`config.mk`:
```
export PLATFORM = sky130hd
export DESIGN_NAME = fifo_ctrl
export DESIGN_NICKNAME = d
export VERILOG_FILES = /design/src/rtl/fifo_pkg.sv /design/src/rtl/fifo_ptr.sv /design/src/rtl/fifo_ctrl.sv
export SDC_FILE = /design/constraint.sdc
export NUM_CORES = 1
export LEC_CHECK = 0
export CAP_MARGIN = 15
export CORE_MARGIN = 1.5
export CORE_UTILIZATION = 45
export CTS_CLUSTER_DIAMETER = 50
export DETAILED_ROUTE_END_ITERATION = 7
export PLACE_DENSITY = 0.7
export SYNTH_ARGS = -nofsm -noshare
export SYNTH_HDL_FRONTEND = slang
export SYNTH_SLANG_ARGS = --single-unit
```
`constraint.sdc`:
```
create_clock -name clk -period 2.7 [get_ports clk]
set_clock_uncertainty 0.2 [all_clocks]
set_input_delay 0.27 -clock clk [delete_from_list [all_inputs] [get_ports clk]]
set_output_delay 0.27 -clock clk [all_outputs]
set_load 0.02 [all_outputs]
```
`src/rtl/fifo_pkg.sv`:
```
// rtl/fifo_pkg.sv - shared sizing helpers for the fifo controller and its fifo_mem users
//
// Purpose : single source for DEPTH and pointer width derived from ADDR_WIDTH.
// Contents: ADDR_WIDTH_DEFAULT, fifo_depth(), ptr_width().
package fifo_pkg;

  localparam int ADDR_WIDTH_DEFAULT = 4;

  // Number of storage entries addressed by an addr_width-bit address.
  function automatic int fifo_depth(input int addr_width);
    return 1 << addr_width;
  endfunction

  // Pointers carry one extra wrap bit so full and empty can be told apart.
  function automatic int ptr_width(input int addr_width);
    return addr_width + 1;
  endfunction

endpackage

```
`src/rtl/fifo_ptr.sv`:
```
// rtl/fifo_ptr.sv - wrapping pointer counter used for the fifo write and read sides
//
// Purpose : WIDTH-bit pointer that advances by one on inc and wraps mod 2**WIDTH.
// Ports   : clk   - clock
//           rst   - asynchronous active-high reset, pointer -> 0
//           clr   - synchronous flush, pointer -> 0 (wins over inc)
//           inc   - advance pointer by one
//           ptr   - current pointer value
module fifo_ptr #(
  parameter int WIDTH = 5
) (
  input  logic             clk,
  input  logic             rst,
  input  logic             clr,
  input  logic             inc,
  output logic [WIDTH-1:0] ptr
);

  always_ff @(posedge clk or posedge rst) begin
    if (rst) begin
      ptr <= '0;
    end else if (clr) begin
      ptr <= '0;
    end else if (inc) begin
      ptr <= ptr + 1'b1;
    end
  end

endmodule

```
`src/rtl/fifo_ctrl.sv`:
```
// rtl/fifo_ctrl.sv - single-clock first-word-fall-through fifo controller for one fifo_mem
//
// Purpose : sequences fifo_mem addresses and write gating, tracks occupancy, and
//           produces registered full/empty/almost flags plus sticky error flags.
// Ports   : clk, rst (async active-high), clr (sync flush)
//           push, pop                         - producer/consumer requests
//           full, empty, almost_full,
//           almost_empty, count               - registered occupancy status
//           overflow, underflow               - sticky until clr or rst
//           mem_winc, mem_wfull,
//           mem_waddr, mem_raddr              - fifo_mem control
module fifo_ctrl
  import fifo_pkg::*;
#(
  parameter int ADDR_WIDTH = ADDR_WIDTH_DEFAULT,
  parameter int AF_LEVEL   = 14,
  parameter int AE_LEVEL   = 2
) (
  input  logic                  clk,
  input  logic                  rst,
  input  logic                  clr,
  input  logic                  push,
  input  logic                  pop,
  output logic                  full,
  output logic                  empty,
  output logic                  almost_full,
  output logic                  almost_empty,
  output logic [ADDR_WIDTH:0]   count,
  output logic                  overflow,
  output logic                  underflow,
  output logic                  mem_winc,
  output logic                  mem_wfull,
  output logic [ADDR_WIDTH-1:0] mem_waddr,
  output logic [ADDR_WIDTH-1:0] mem_raddr
);

  localparam int PTR_W = ptr_width(ADDR_WIDTH);
  localparam int DEPTH = fifo_depth(ADDR_WIDTH);

  localparam logic [PTR_W-1:0] DEPTH_C = PTR_W'(DEPTH);
  localparam logic [PTR_W-1:0] AF_C    = PTR_W'(AF_LEVEL);
  localparam logic [PTR_W-1:0] AE_C    = PTR_W'(AE_LEVEL);

  logic [PTR_W-1:0] wptr;
  logic [PTR_W-1:0] rptr;
  logic [PTR_W-1:0] wptr_nxt;
  logic [PTR_W-1:0] rptr_nxt;
  logic [PTR_W-1:0] count_nxt;
  logic             wr_ok;
  logic             rd_ok;

  // Acceptance uses this cycle's registered flags, so there is no
  // combinational path from pop to full or from push to empty.
  assign wr_ok = push & ~full  & ~clr;
  assign rd_ok = pop  & ~empty & ~clr;

  fifo_ptr #(.WIDTH(PTR_W)) u_wptr (
    .clk (clk),
    .rst (rst),
    .clr (clr),
    .inc (wr_ok),
    .ptr (wptr)
  );

  fifo_ptr #(.WIDTH(PTR_W)) u_rptr (
    .clk (clk),
    .rst (rst),
    .clr (clr),
    .inc (rd_ok),
    .ptr (rptr)
  );

  // Next-state occupancy mirrors what the pointer counters will hold after
  // this edge, so count and flags land on the same edge as the pointers.
  assign wptr_nxt  = clr ? '0 : wptr + PTR_W'(wr_ok);
  assign rptr_nxt  = clr ? '0 : rptr + PTR_W'(rd_ok);
  assign count_nxt = wptr_nxt - rptr_nxt;

  always_ff @(posedge clk or posedge rst) begin
    if (rst) begin
      count        <= '0;
      full         <= 1'b0;
      empty        <= 1'b1;
      almost_full  <= 1'b0;
      almost_empty <= 1'b1;
      overflow     <= 1'b0;
      underflow    <= 1'b0;
    end else begin
      count        <= count_nxt;
      full         <= (count_nxt == DEPTH_C);
      empty        <= (count_nxt == '0);
      almost_full  <= (count_nxt >= AF_C);
      almost_empty <= (count_nxt <= AE_C);
      if (clr) begin
        overflow  <= 1'b0;
        underflow <= 1'b0;
      end else begin
        if (push && full) begin
          overflow <= 1'b1;
        end
        if (pop && empty) begin
          underflow <= 1'b1;
        end
      end
    end
  end

  // fifo_mem gates its own write with wfull; clr suppresses the strobe outright.
  assign mem_winc  = push & ~clr;
  assign mem_wfull = full;
  assign mem_waddr = wptr[ADDR_WIDTH-1:0];
  assign mem_raddr = rptr[ADDR_WIDTH-1:0];

endmodule

```
After elaboration in Yosys (flattened, before gate mapping)
Cells that the tools add are included.

Add/sub/neg operators: 5. $lt $le $gt $ge: 2. Eq/ne operators: 1. Mux-type cells: 10. Bitwise gates (word level): 8. Reduce and logical (&&, ||, !) cells: 7.

Operators by type and width (count): $mux W5 (6); $add A5 B1 Y5 (2); $add A5 B1 Y5 const B (2); $reduce_bool A2 Y1 (4); $and A1 B1 Y1 (5); $eq A5 B5 Y1 const B (1); $ge A5 B4 Y1 const B (1); $le A5 B2 Y1 const B (1); $logic_not A5 Y1 (1); $sub A5 B5 Y5 (1); $mux W1 (4); $not A1 Y1 (3); $logic_and A1 B1 Y1 (2).

Bits in registers: 21. Output and inout bits: 21.

Logic depth before layout (Yosys ltp)
Gate-level depths: netlist of run 1.

Depth after elaboration: 7. Gate-level depth with buffers: 12. Mapped depth without buffers: 11.

Modules after synthesis
From an unflattened synthesis of run 1, not the netlist that was laid out.

Cells, all modules: 117. Area total of the unflattened synthesis: 1271.2 um^2.

Modules (own cells, without submodules): fifo_ctrl (instances 1, cells an instance 71, area each 730.7 um^2); fifo_ptr (instances 2, cells an instance 23, area each 270.3 um^2).

Least setup slack after synthesis of run 1
OpenSTA, ideal clock, no wires.

Path type: register to register. Start: register empty. End: register almost_full. Library setup time: 0.069 ns. Data arrival time: 2.687 ns. Path slack: -0.256 ns. Stages on the path, launching flop included: 12. Path buffers: 1. Clock period less this slack: 2.956 ns. Cell sequence: dfstp_2 -> nor2b_1 -> clkbuf_1 -> nor2b_1 -> ha_1 -> ha_1 -> nand2b_1 -> inv_1 -> fa_1 -> xor2_1 -> or4_1 -> nand3_1.

Word-level cells in the longest chain between the ends: 7.

Ends and longest elaborated chain: from (decl) (line fifo_ctrl.sv:25) `output logic empty,`; from (signal assigned) (line fifo_ctrl.sv:91) `empty <= (count_nxt == '0);`; $not A1 Y1 (line fifo_ctrl.sv:55) `assign rd_ok = pop & ~empty & ~clr;`; $and A1 B1 Y1 (2 in a row) (line fifo_ctrl.sv:55); $add A5 B1 Y5 (line fifo_ctrl.sv:76) `assign rptr_nxt = clr ? '0 : rptr + PTR_W'(rd_ok);`; $mux W5 (line fifo_ctrl.sv:76); $sub A5 B5 Y5 (line fifo_ctrl.sv:77) `assign count_nxt = wptr_nxt - rptr_nxt;`; $ge A5 B4 Y1 (line fifo_ctrl.sv:92) `almost_full <= (count_nxt >= AF_C);`; to (signal assigned) (line fifo_ctrl.sv:92); to (decl) (line fifo_ctrl.sv:26) `output logic almost_full,`.

Every way passes these cells. A chain may end at the register's enable or synchronous reset.

Final worst setup path of run 1
Start: register empty. End: register almost_empty.

Word-level cells in the longest chain between the ends: 7.

Ends and longest elaborated chain: $not A1 Y1 (line fifo_ctrl.sv:55); $and A1 B1 Y1 (2 in a row) (line fifo_ctrl.sv:55); $add A5 B1 Y5 (line fifo_ctrl.sv:76); $mux W5 (line fifo_ctrl.sv:76); $sub A5 B5 Y5 (line fifo_ctrl.sv:77); $le A5 B2 Y1 (line fifo_ctrl.sv:93) `almost_empty <= (count_nxt <= AE_C);`; to (signal assigned) (line fifo_ctrl.sv:93); to (decl) (line fifo_ctrl.sv:27) `output logic almost_empty,`.

Every way passes these cells.

==> flow_summary.html, run 1 <==
<table>
<tr><th>Metric</th><th>Value</th></tr>
<tr><th colspan="2">Outcome</th></tr>
<tr><td>Run status</td><td>complete, but fails checks</td></tr>
<tr><td>Violated checks</td><td>setup timing</td></tr>
<tr><th colspan="2">Cells and area</th></tr>
<tr><td>Multi-input gate area in the final layout</td><td>782 um^2</td></tr>
<tr><td>Number of antenna cells inserted</td><td>0</td></tr>
<tr><td>Final-layout fill cell count</td><td>207</td></tr>
<tr><td># nets final</td><td>175</td></tr>
<tr><td>Area added between synthesis and finish</td><td>42.4%</td></tr>
<tr><td>Share of post-route cells with drive strength above 1</td><td>31.0%</td></tr>
<tr><td>Sequential Area</td><td>528 um^2</td></tr>
<tr><th colspan="2">Clock network</th></tr>
<tr><td>Clock root buffer</td><td>sky130_fd_sc_hd__clkbuf_4</td></tr>
<tr><td>Number of buffers created by CTS</td><td>3</td></tr>
<tr><td>CTS tree</td><td>yes</td></tr>
<tr><td>CTS H-tree depth</td><td>1</td></tr>
<tr><td>Post-CTS Hold Fix Bufs</td><td>0</td></tr>
<tr><td>Buffer levels on the longest clock path</td><td>2</td></tr>
<tr><td>Clock-pin slew on the worst setup and hold paths</td><td>0.12 ns</td></tr>
<tr><td>Clk_lat worst skew</td><td>0.30 ns</td></tr>
<tr><td>Num Clock Sinks</td><td>21</td></tr>
<tr><th colspan="2">Floorplanning</th></tr>
<tr><td>Initial Utilization</td><td>46.5%</td></tr>
<tr><td>Number of cell rows</td><td>19</td></tr>
<tr><td>Boundary Pins</td><td>26</td></tr>
<tr><td>Placeable core region</td><td>2710 um^2</td></tr>
<tr><td>Y dimension of the die</td><td>55.9 um</td></tr>
<tr><td>Total die area</td><td>3130 um^2</td></tr>
<tr><td>Chip width</td><td>55.9 um</td></tr>
<tr><th colspan="2">Timing</th></tr>
<tr><td>Summed negative setup slack over all endpoints</td><td>-0.0290 ns</td></tr>
<tr><td>Period minus WS final</td><td>2.73 ns</td></tr>
<tr><td>Final Hold Fails</td><td>0</td></tr>
<tr><td>Unrepaired setup endpoints after global routing</td><td>true</td></tr>
<tr><td>Tcrit/Tclk final</td><td>101%</td></tr>
<tr><td>Final worst-path setup slack</td><td>-0.0290 ns</td></tr>
<tr><td>Final Max Slew Viols</td><td>0</td></tr>
<tr><td>Peak Freq</td><td>0.366 GHz</td></tr>
<tr><td>Worst hold slack</td><td>0.148 ns</td></tr>
<tr><td>Final setup viols</td><td>1</td></tr>
<tr><td>Worst slew pin tran</td><td>0.792 ns</td></tr>
<tr><td>Slew headroom</td><td>47.1%</td></tr>
<tr><th colspan="2">Setup path</th></tr>
<tr><td>Critical Path AT</td><td>2.75 ns</td></tr>
<tr><td>Maximum fanout encountered on the critical timing path</td><td>5</td></tr>
<tr><td>Crit Path Class</td><td>register to register</td></tr>
<tr><td>Kind of start point of the critical path</td><td>register</td></tr>
<tr><td>CP required</td><td>2.72 ns</td></tr>
<tr><td>Nature of the critical path endpoint</td><td>register</td></tr>
<tr><th colspan="2">Logic synthesis</th></tr>
<tr><td>Synth cell types</td><td>29</td></tr>
<tr><td>Mapped Avg Cell Area</td><td>10.2 um^2</td></tr>
<tr><td>#FFs+latches synth</td><td>21</td></tr>
<tr><td>Library cell with the highest instance count after synthesis</td><td>sky130_fd_sc_hd__dfrtp_1</td></tr>
<tr><td>Synth top area share</td><td>37.7%</td></tr>
<tr><td>Post-Syn Nets</td><td>140</td></tr>
<tr><td>Fraction of registers with async set or reset after synthesis</td><td>100%</td></tr>
<tr><td>Main flop type after synthesis</td><td>sky130_fd_sc_hd__dfrtp_1</td></tr>
<tr><td>Number of instances in the synthesized netlist</td><td>124</td></tr>
<tr><td>Yosys warning count</td><td>0</td></tr>
<tr><td>Total standard cell area after synthesis</td><td>1260 um^2</td></tr>
<tr><td>Proportion of synthesized chip area in sequential cells</td><td>41.9%</td></tr>
<tr><td>Top cells by area in the synthesized netlist</td><td>sky130_fd_sc_hd__dfrtp_1, sky130_fd_sc_hd__ha_1, sky130_fd_sc_hd__xor2_1, sky130_fd_sc_hd__buf_4, sky130_fd_sc_hd__nor2_1</td></tr>
<tr><td>Number of enable-type register cells in the synthesized netlist</td><td>0</td></tr>
<tr><td>Ranking of synthesized cells by instance count</td><td>sky130_fd_sc_hd__dfrtp_1, sky130_fd_sc_hd__nor2_1, sky130_fd_sc_hd__ha_1, sky130_fd_sc_hd__xor2_1, sky130_fd_sc_hd__buf_4</td></tr>
<tr><td>Synth area leader</td><td>sky130_fd_sc_hd__dfrtp_1</td></tr>
<tr><th colspan="2">Drt</th></tr>
<tr><td>Routed wire length</td><td>2.67 mm</td></tr>
<tr><td>Average wire per cell in the routed design</td><td>14.1 um</td></tr>
<tr><td>Detail-routed via count per cell</td><td>5.11</td></tr>
<tr><td>Count of nets left with antenna violations after detail routing</td><td>0</td></tr>
<tr><td>First-pass detailed-route iteration total</td><td>4</td></tr>
<tr><td>DRC marker count from the first detailed-route iteration</td><td>23</td></tr>
<tr><td>DRC Markers</td><td>0</td></tr>
<tr><td>Total number of vias</td><td>965</td></tr>
<tr><th colspan="2">Power</th></tr>
<tr><td>Leakage power of the design</td><td>0.861 nW</td></tr>
<tr><td>Pwr Density</td><td>734 nW/um^2</td></tr>
<tr><td>Highest ir drop seen on vdd</td><td>0.000675 V</td></tr>
<tr><td>Power consumption</td><td>1.32 mW</td></tr>
<tr><th colspan="2">Placed design</th></tr>
<tr><td>Detailed Place HPWL</td><td>1.80 mm</td></tr>
<tr><td>RePlAce Congestion</td><td>0.837</td></tr>
<tr><td>Port Buffer Count</td><td>25</td></tr>
<tr><th colspan="2">GRT</th></tr>
<tr><td>Total congestion overflow</td><td>0</td></tr>
<tr><td>First-pass GRT wire length</td><td>4.48 mm</td></tr>
<tr><td>Global routing usage summed across all routing layers</td><td>18.6%</td></tr>
<tr><td>Number of antenna violations at the first check in global routing</td><td>0</td></tr>
<tr><td>Maximum number of pins on one net before global-route repair</td><td>23</td></tr>
<tr><td>Number of global-route vias before repair</td><td>1009</td></tr>
<tr><th colspan="2">Run</th></tr>
<tr><td>Maximum Capacitance Violations</td><td>0</td></tr>
<tr><th colspan="2">Worst hold path</th></tr>
<tr><td>Class of the tightest hold or removal check</td><td>primary input to register</td></tr>
</table>
==> stage by stage <==
step / worst slack, ns / cells / cell area [um^2] / util (%)
final: -0.0290 / 189 / 1800 / 66.3
after global routing: -0.118 / 189 / 1800 / 66.3
after floorplan: -0.149 / 124 / 1290 / -
after CTS: 0.00899 / 188 / 1730 / 63.8
after global placement: -0.450 / 179 / 1590 / 58.6
after detailed placement: -0.447 / 179 / 1590 / 58.6
==> area by class of cell <==
class,instances,share of cell area (%)
multi-input combinational,82,43.6
sequential,21,29.4
timing repair buffer,44,21.9
tap,31,2.16
inverter,7,1.46
clock buffer,3,1.25
clock inverter,1,0.279
==> sequential cells by signal (all words and copies together), names as in the netlist <==
register,count
almost_empty,1
almost_full,1
count,5
empty,1
full,1
overflow,1
u_rptr.ptr,5
u_wptr.ptr,5
underflow,1
==> power by group <==
part	internal, mW	leakage [nW]	switching [mW]	total [mW]
combinational	0.381	0.565	0.336	0.716
sequential	0.399	0.278	0.0479	0.447
clock	0.0553	0.0177	0.0991	0.154
==> per-layer routing <==
layer	track usage (%)	part of all wire (%)	vias up
li1	-	-	469
met1	23.6	46	480
met2	32.0	51	12
met3	2.79	1.6	4
met4	7.14	1.5	0
met5	0	0	-
==> worst max-delay path, stage by stage, from the launching register on <==
cell,delay [ns]
sky130_fd_sc_hd__dfstp_2,0.59
sky130_fd_sc_hd__nor2b_4,0.05
sky130_fd_sc_hd__nor2b_4,0.13
sky130_fd_sc_hd__ha_4,0.16
sky130_fd_sc_hd__ha_4,0.16
sky130_fd_sc_hd__xor2_2,0.12
sky130_fd_sc_hd__nand2b_1,0.11
sky130_fd_sc_hd__ha_4,0.28
sky130_fd_sc_hd__nor2b_4,0.13
sky130_fd_sc_hd__o21ai_2,0.15
sky130_fd_sc_hd__a211o_1,0.25
sky130_fd_sc_hd__nor4bb_4,0.33
==> path summary, 6_finish.rpt <==
kind / start / to / slack (ns) / cells after the start
setup / recovery: empty / almost_empty / -0.03 / 11
setup reg to reg: empty / almost_empty / -0.03 / 11
max in group asynchronous: rst / u_rptr.ptr[2] / 1.61 / 2
hold / removal: pop / underflow / 0.15 / 3
hold reg to reg: overflow / overflow / 0.33 / 2
min in group asynchronous: rst / overflow / 0.20 / 2
==> placed cells by master, fill, tap and decap left out, types with 4 or more instances in the layout <==
cell                              instances
sky130_fd_sc_hd__nor2_1                  15
sky130_fd_sc_hd__inv_1                    6
sky130_fd_sc_hd__nor2b_4                  5
sky130_fd_sc_hd__xor2_1                   8
sky130_fd_sc_hd__clkdlybuf4s50_1         22
sky130_fd_sc_hd__nand4_1                  4
sky130_fd_sc_hd__xnor2_1                  4
sky130_fd_sc_hd__dfrtp_1                 19
sky130_fd_sc_hd__ha_4                     5
sky130_fd_sc_hd__buf_4                   18
sky130_fd_sc_hd__nand3_1                  5
==> cell families (layout without fill, tap and decap cells) <==
group	Yosys count	in the layout	share of synthesized area [%]
DFF	21	21	41.9
AOI/OAI and AO/OA	10	10	5.36
buffers and inverters	21	55	9.03
muxes	2	2	1.59
adders and majority gates	11	11	11.5
xor gates and xnor gates	15	15	11.5
and+or+nand+nor	44	44	19.1
==> timing repair <==
| item | 4_1_cts | 5_1_grt |
|---|---|---|
| setup endpoints to repair | 4 | 5 |
| pin swaps | 8 | 5 |
| gates resized for setup | 19 | 12 |
| buffers inserted | 5 | 1 |
| gates cloned | 0 | 0 |
No activity file was read; power rests on OpenSTA's default activity.
==> inputs of run 2 (changes only) <==
--- a/config.mk
+++ b/config.mk
@@ -7,10 +7,12 @@
 export LEC_CHECK = 0
 export CAP_MARGIN = 15
 export CORE_MARGIN = 1.5
-export CORE_UTILIZATION = 45
+export CORE_UTILIZATION = 50
 export CTS_CLUSTER_DIAMETER = 50
 export DETAILED_ROUTE_END_ITERATION = 7
-export PLACE_DENSITY = 0.7
+export PLACE_DENSITY = 0.74
+export SKIP_LAST_GASP = 1
+export SLEW_MARGIN = 0
 export SYNTH_ARGS = -nofsm -noshare
 export SYNTH_HDL_FRONTEND = slang
 export SYNTH_SLANG_ARGS = --single-unit
==> constraint.sdc (replaced) <==
create_clock -name clk -period 2.8 [get_ports clk]
set_clock_uncertainty 0.2 [all_clocks]
set_input_delay 0.28 -clock clk [delete_from_list [all_inputs] [get_ports clk]]
set_output_delay 0.28 -clock clk [all_outputs]
set_load 0.02 [all_outputs]
==> flow_summary.html, run 2 (synthesized netlist as in run 1, its figures left out) <==
<table>
<tr><th>Metric</th><th>Value</th></tr>
<tr><th colspan="2">Cells and area</th></tr>
<tr><td>Fraction of the core area covered by cells at the end of the flow</td><td>71.2% (+5.0 points)</td></tr>
<tr><td>Commonest non-fill, non-tap cell in the layout</td><td>sky130_fd_sc_hd__clkdlybuf4s50_1</td></tr>
<tr><td>Largest registers</td><td>count: 5 flops, u_rptr.ptr: 5 flops, u_wptr.ptr: 5 flops</td></tr>
<tr><td>Area added between synthesis and finish</td><td>37.4%</td></tr>
<tr><td># nets final</td><td>173 (-1.1%)</td></tr>
<tr><td>Final-layout fill cell count</td><td>192 (-7.2%)</td></tr>
<tr><td>Number of antenna cells inserted</td><td>0 (unchanged)</td></tr>
<tr><td>Share of post-route cells with drive strength above 1</td><td>25.0% (-6.0 points)</td></tr>
<tr><td>Highest-count cells in the layout ignoring fill and taps</td><td>sky130_fd_sc_hd__clkdlybuf4s50_1, sky130_fd_sc_hd__dfrtp_1, sky130_fd_sc_hd__buf_4</td></tr>
<tr><th colspan="2">Placed design</th></tr>
<tr><td>RePlAce Congestion</td><td>0.777 (-7.1%)</td></tr>
<tr><td>Detailed Place HPWL</td><td>1.76 mm (-2.0%)</td></tr>
<tr><td>Port Buffer Count</td><td>25 (unchanged)</td></tr>
<tr><th colspan="2">Drt</th></tr>
<tr><td>DRC marker count from the first detailed-route iteration</td><td>26 (+13%)</td></tr>
<tr><td>Total number of vias</td><td>941 (-2.5%)</td></tr>
<tr><td>Count of nets left with antenna violations after detail routing</td><td>0 (unchanged)</td></tr>
<tr><td>Average wire per cell in the routed design</td><td>13.4 um (-5.0%)</td></tr>
<tr><td>DRC Markers</td><td>0 (unchanged)</td></tr>
<tr><td>Detail-routed via count per cell</td><td>5.06 (-0.91%)</td></tr>
<tr><td>Routed wire length</td><td>2.50 mm (-6.5%)</td></tr>
<tr><td>First-pass detailed-route iteration total</td><td>4 (unchanged)</td></tr>
<tr><th colspan="2">Clock network</th></tr>
<tr><td>Clock-pin slew on the worst setup and hold paths</td><td>0.11 ns (about the same)</td></tr>
<tr><td>Buffer levels on the longest clock path</td><td>2 (unchanged)</td></tr>
<tr><td>CTS H-tree depth</td><td>1 (unchanged)</td></tr>
<tr><td>Post-CTS Hold Fix Bufs</td><td>0 (unchanged)</td></tr>
<tr><td>Clk_lat worst skew</td><td>0.30 ns (about the same)</td></tr>
<tr><td>Num Clock Sinks</td><td>21 (unchanged)</td></tr>
<tr><td>Number of buffers created by CTS</td><td>3 (unchanged)</td></tr>
<tr><td>Clock root buffer</td><td>sky130_fd_sc_hd__clkbuf_4</td></tr>
<tr><td>CTS tree</td><td>yes</td></tr>
<tr><th colspan="2">Floorplanning</th></tr>
<tr><td>Y dimension of the die</td><td>53.2 um (-4.9%)</td></tr>
<tr><td>Total die area</td><td>2830 um^2 (-9.5%)</td></tr>
<tr><td>Placeable core region</td><td>2430 um^2 (-10%)</td></tr>
<tr><td>Boundary Pins</td><td>26 (unchanged)</td></tr>
<tr><td>Number of cell rows</td><td>18 (-1)</td></tr>
<tr><td>Chip width</td><td>53.2 um (-4.9%)</td></tr>
<tr><td>Initial Utilization</td><td>51.9% (+5.3 points)</td></tr>
<tr><th colspan="2">Timing</th></tr>
<tr><td>Final Max Slew Viols</td><td>0 (unchanged)</td></tr>
<tr><td>Slew headroom</td><td>47.5% (+0.31 points)</td></tr>
<tr><td>Final Hold Fails</td><td>0 (unchanged)</td></tr>
<tr><td>Tcrit/Tclk final</td><td>98.3%</td></tr>
<tr><td>Period minus WS final</td><td>2.75 ns</td></tr>
<tr><td>Peak Freq</td><td>0.363 GHz</td></tr>
<tr><td>Worst slew pin tran</td><td>0.787 ns (-0.00466 ns)</td></tr>
<tr><td>Worst hold slack</td><td>0.0659 ns (-0.0817 ns)</td></tr>
<tr><td>Final setup viols</td><td>0 (-1)</td></tr>
<tr><th colspan="2">Setup path</th></tr>
<tr><td>Nature of the critical path endpoint</td><td>register</td></tr>
<tr><td>Reg-to-reg critical path endpoint</td><td>almost_empty</td></tr>
<tr><td>Depth of the worst register-to-register path</td><td>12 (+1)</td></tr>
<tr><td>CP peak stage delay</td><td>0.39 ns (-0.20 ns)</td></tr>
<tr><td>Count of buffering cells on the critical path with inverters included</td><td>3 (+3)</td></tr>
<tr><td>Maximum fanout encountered on the critical timing path</td><td>3 (-2)</td></tr>
<tr><td>Critical Path AT</td><td>2.77 ns (+0.02 ns)</td></tr>
<tr><td>CP required</td><td>2.81 ns (+0.09 ns)</td></tr>
<tr><td>Kind of start point of the critical path</td><td>primary input</td></tr>
<tr><td>RR Startpoint</td><td>empty</td></tr>
<tr><td>Dominant cell type by count on the critical path</td><td>sky130_fd_sc_hd__nor2b_1</td></tr>
<tr><td>Cell at the slowest stage of the critical path</td><td>sky130_fd_sc_hd__fa_2</td></tr>
<tr><td>Family with the most delay on the worst path</td><td>adder cells</td></tr>
<tr><td>Beginning of the critical path</td><td>push</td></tr>
<tr><td>Crit Path Class</td><td>primary input to register</td></tr>
<tr><td>Cells traversed along the worst timing path</td><td>dlygate4sd2_1 &gt; nor2b_2 &gt; nor2b_1 &gt; ha_1 &gt; ha_2 &gt; nor2b_4 &gt; inv_1 &gt; fa_2 &gt; nor2b_1 &gt; o21ai_1 &gt; buf_4 &gt; o211ai_4 &gt; nor4bb_4</td></tr>
<tr><td>Reg-to-reg setup timing slack</td><td>0.06 ns (+0.09 ns)</td></tr>
<tr><th colspan="2">GRT</th></tr>
<tr><td>Number of antenna violations at the first check in global routing</td><td>0 (unchanged)</td></tr>
<tr><td>First-pass GRT wire length</td><td>3.84 mm (-14%)</td></tr>
<tr><td>Global routing usage summed across all routing layers</td><td>18.9% (+0.32 points)</td></tr>
<tr><td>Number of global-route vias before repair</td><td>895 (-11%)</td></tr>
<tr><td>Total congestion overflow</td><td>0 (unchanged)</td></tr>
<tr><td>Maximum number of pins on one net before global-route repair</td><td>23 (unchanged)</td></tr>
<tr><th colspan="2">Worst hold path</th></tr>
<tr><td>Class of the tightest hold or removal check</td><td>primary input to register</td></tr>
<tr><td>Min-delay src</td><td>pop</td></tr>
<tr><td>Endpoint of the worst hold-timing path</td><td>underflow</td></tr>
<tr><td>WHS Path Cells</td><td>3 (unchanged)</td></tr>
<tr><th colspan="2">Power</th></tr>
<tr><td>Switching power share of the total</td><td>36.0% (-0.62 points)</td></tr>
<tr><td>Share of total power in sequential cells</td><td>35.0% (+1.1 points)</td></tr>
<tr><td>Highest ir drop seen on vdd</td><td>0.000642 V (-4.8%)</td></tr>
<tr><td>Net load switching power</td><td>0.446 mW (-7.5%)</td></tr>
<tr><td>Leakage power of the design</td><td>0.850 nW (-1.2%)</td></tr>
<tr><td>Internal Dissipation</td><td>0.794 mW (-5.0%)</td></tr>
<tr><td>Share of total power in combinational logic</td><td>53.1% (-1.3 points)</td></tr>
<tr><td>Part of the total power dissipated in the clock network</td><td>11.8% (about the same)</td></tr>
<tr><td>Pwr Density</td><td>716 nW/um^2 (-2.5%)</td></tr>
<tr><th colspan="2">Run</th></tr>
<tr><td>Maximum Capacitance Violations</td><td>0 (unchanged)</td></tr>
<tr><th colspan="2">Outcome</th></tr>
<tr><td>Run status</td><td>finished, final reports clean</td></tr>
</table>
[run 2: cell types whose count changed in the layout (fill, tap and decap cells not counted), sizes merged]
cell          previous run  this run
clkbuf                   3         4
buf                     19        17
dlymetal6s2s             0         2
clkinv                   1         0
dlygate4sd2              3         1
[run 2: power by group through the flow]
stage                     combinational [mW]  sequential, mW  clock [mW]
after detailed placement               0.554           0.438           0
after global routing                   0.714           0.447       0.160
after global placement                 0.543           0.433           0
after CTS                              0.601           0.435       0.150
after floorplan                        0.257           0.507           0
final                                  0.659           0.434       0.147
[run 2: worst register-to-register path, stage by stage (launching register included)]
cell	delay, ns
sky130_fd_sc_hd__dfstp_2	0.58
sky130_fd_sc_hd__nor2b_4	0.05
sky130_fd_sc_hd__nor2b_4	0.12
sky130_fd_sc_hd__ha_4	0.16
sky130_fd_sc_hd__ha_4	0.22
sky130_fd_sc_hd__nand2b_4	0.07
sky130_fd_sc_hd__inv_2	0.04
sky130_fd_sc_hd__fa_2	0.40
sky130_fd_sc_hd__nor2b_1	0.15
sky130_fd_sc_hd__o21ai_1	0.10
sky130_fd_sc_hd__buf_4	0.15
sky130_fd_sc_hd__o211ai_4	0.08
sky130_fd_sc_hd__nor4bb_4	0.34
[run 2: worst max-delay path by stage]
stage,endpoint,cells past startpoint
after detailed placement,almost_empty,12
final,almost_empty,13
after floorplan,almost_full,9
after global routing,full,13
after CTS,almost_empty,12
after global placement,almost_full,10
[run 2: area by class of cell]
| cell class | instances | area (um^2) | area share, % |
|---|---|---|---|
| Timing Repair Buffer | 42 | 382 | 22.0 |
| Sequential cell | 21 | 528 | 30.5 |
| Inverter | 7 | 26.3 | 1.52 |
| Tap cell | 30 | 37.5 | 2.17 |
| Clock buffer | 4 | 26.3 | 1.52 |
| Multi-Input combinational cell | 82 | 733 | 42.3 |
[run 2: layer usage]
metal,vias to the layer above,global-route usage [%],wire length (um)
met2,22,31.5,1290
met4,0,7.69,21
met1,453,24.4,1110
met5,-,0,0
li1,462,-,-
met3,4,2.54,72
[run 2: what timing repair did]
| item | 4_1_cts | 5_1_grt |
|---|---|---|
| cloned | 0 | 0 |
| pin swaps | 6 | 5 |
| setup buffers | 2 | 4 |
| gates resized for setup | 10 | 10 |
| endpoints found under the setup margin | 4 | 5 |
[run 2: stage by stage]
stage	setup TNS, ns	std cells	cell area (um^2)	setup slack, ns	power (mW)
6_report	0	186	1730	0.0470	1.24
5_1_grt	-0.0982	186	1730	-0.0379	1.32
3_3_place_gp	-1.40	176	1570	-0.345	0.976
4_1_cts	0	182	1650	0.00302	1.19
2_1_floorplan	-0.0491	124	1290	-0.0491	0.764
3_5_place_dp	-1.78	176	1570	-0.429	0.992
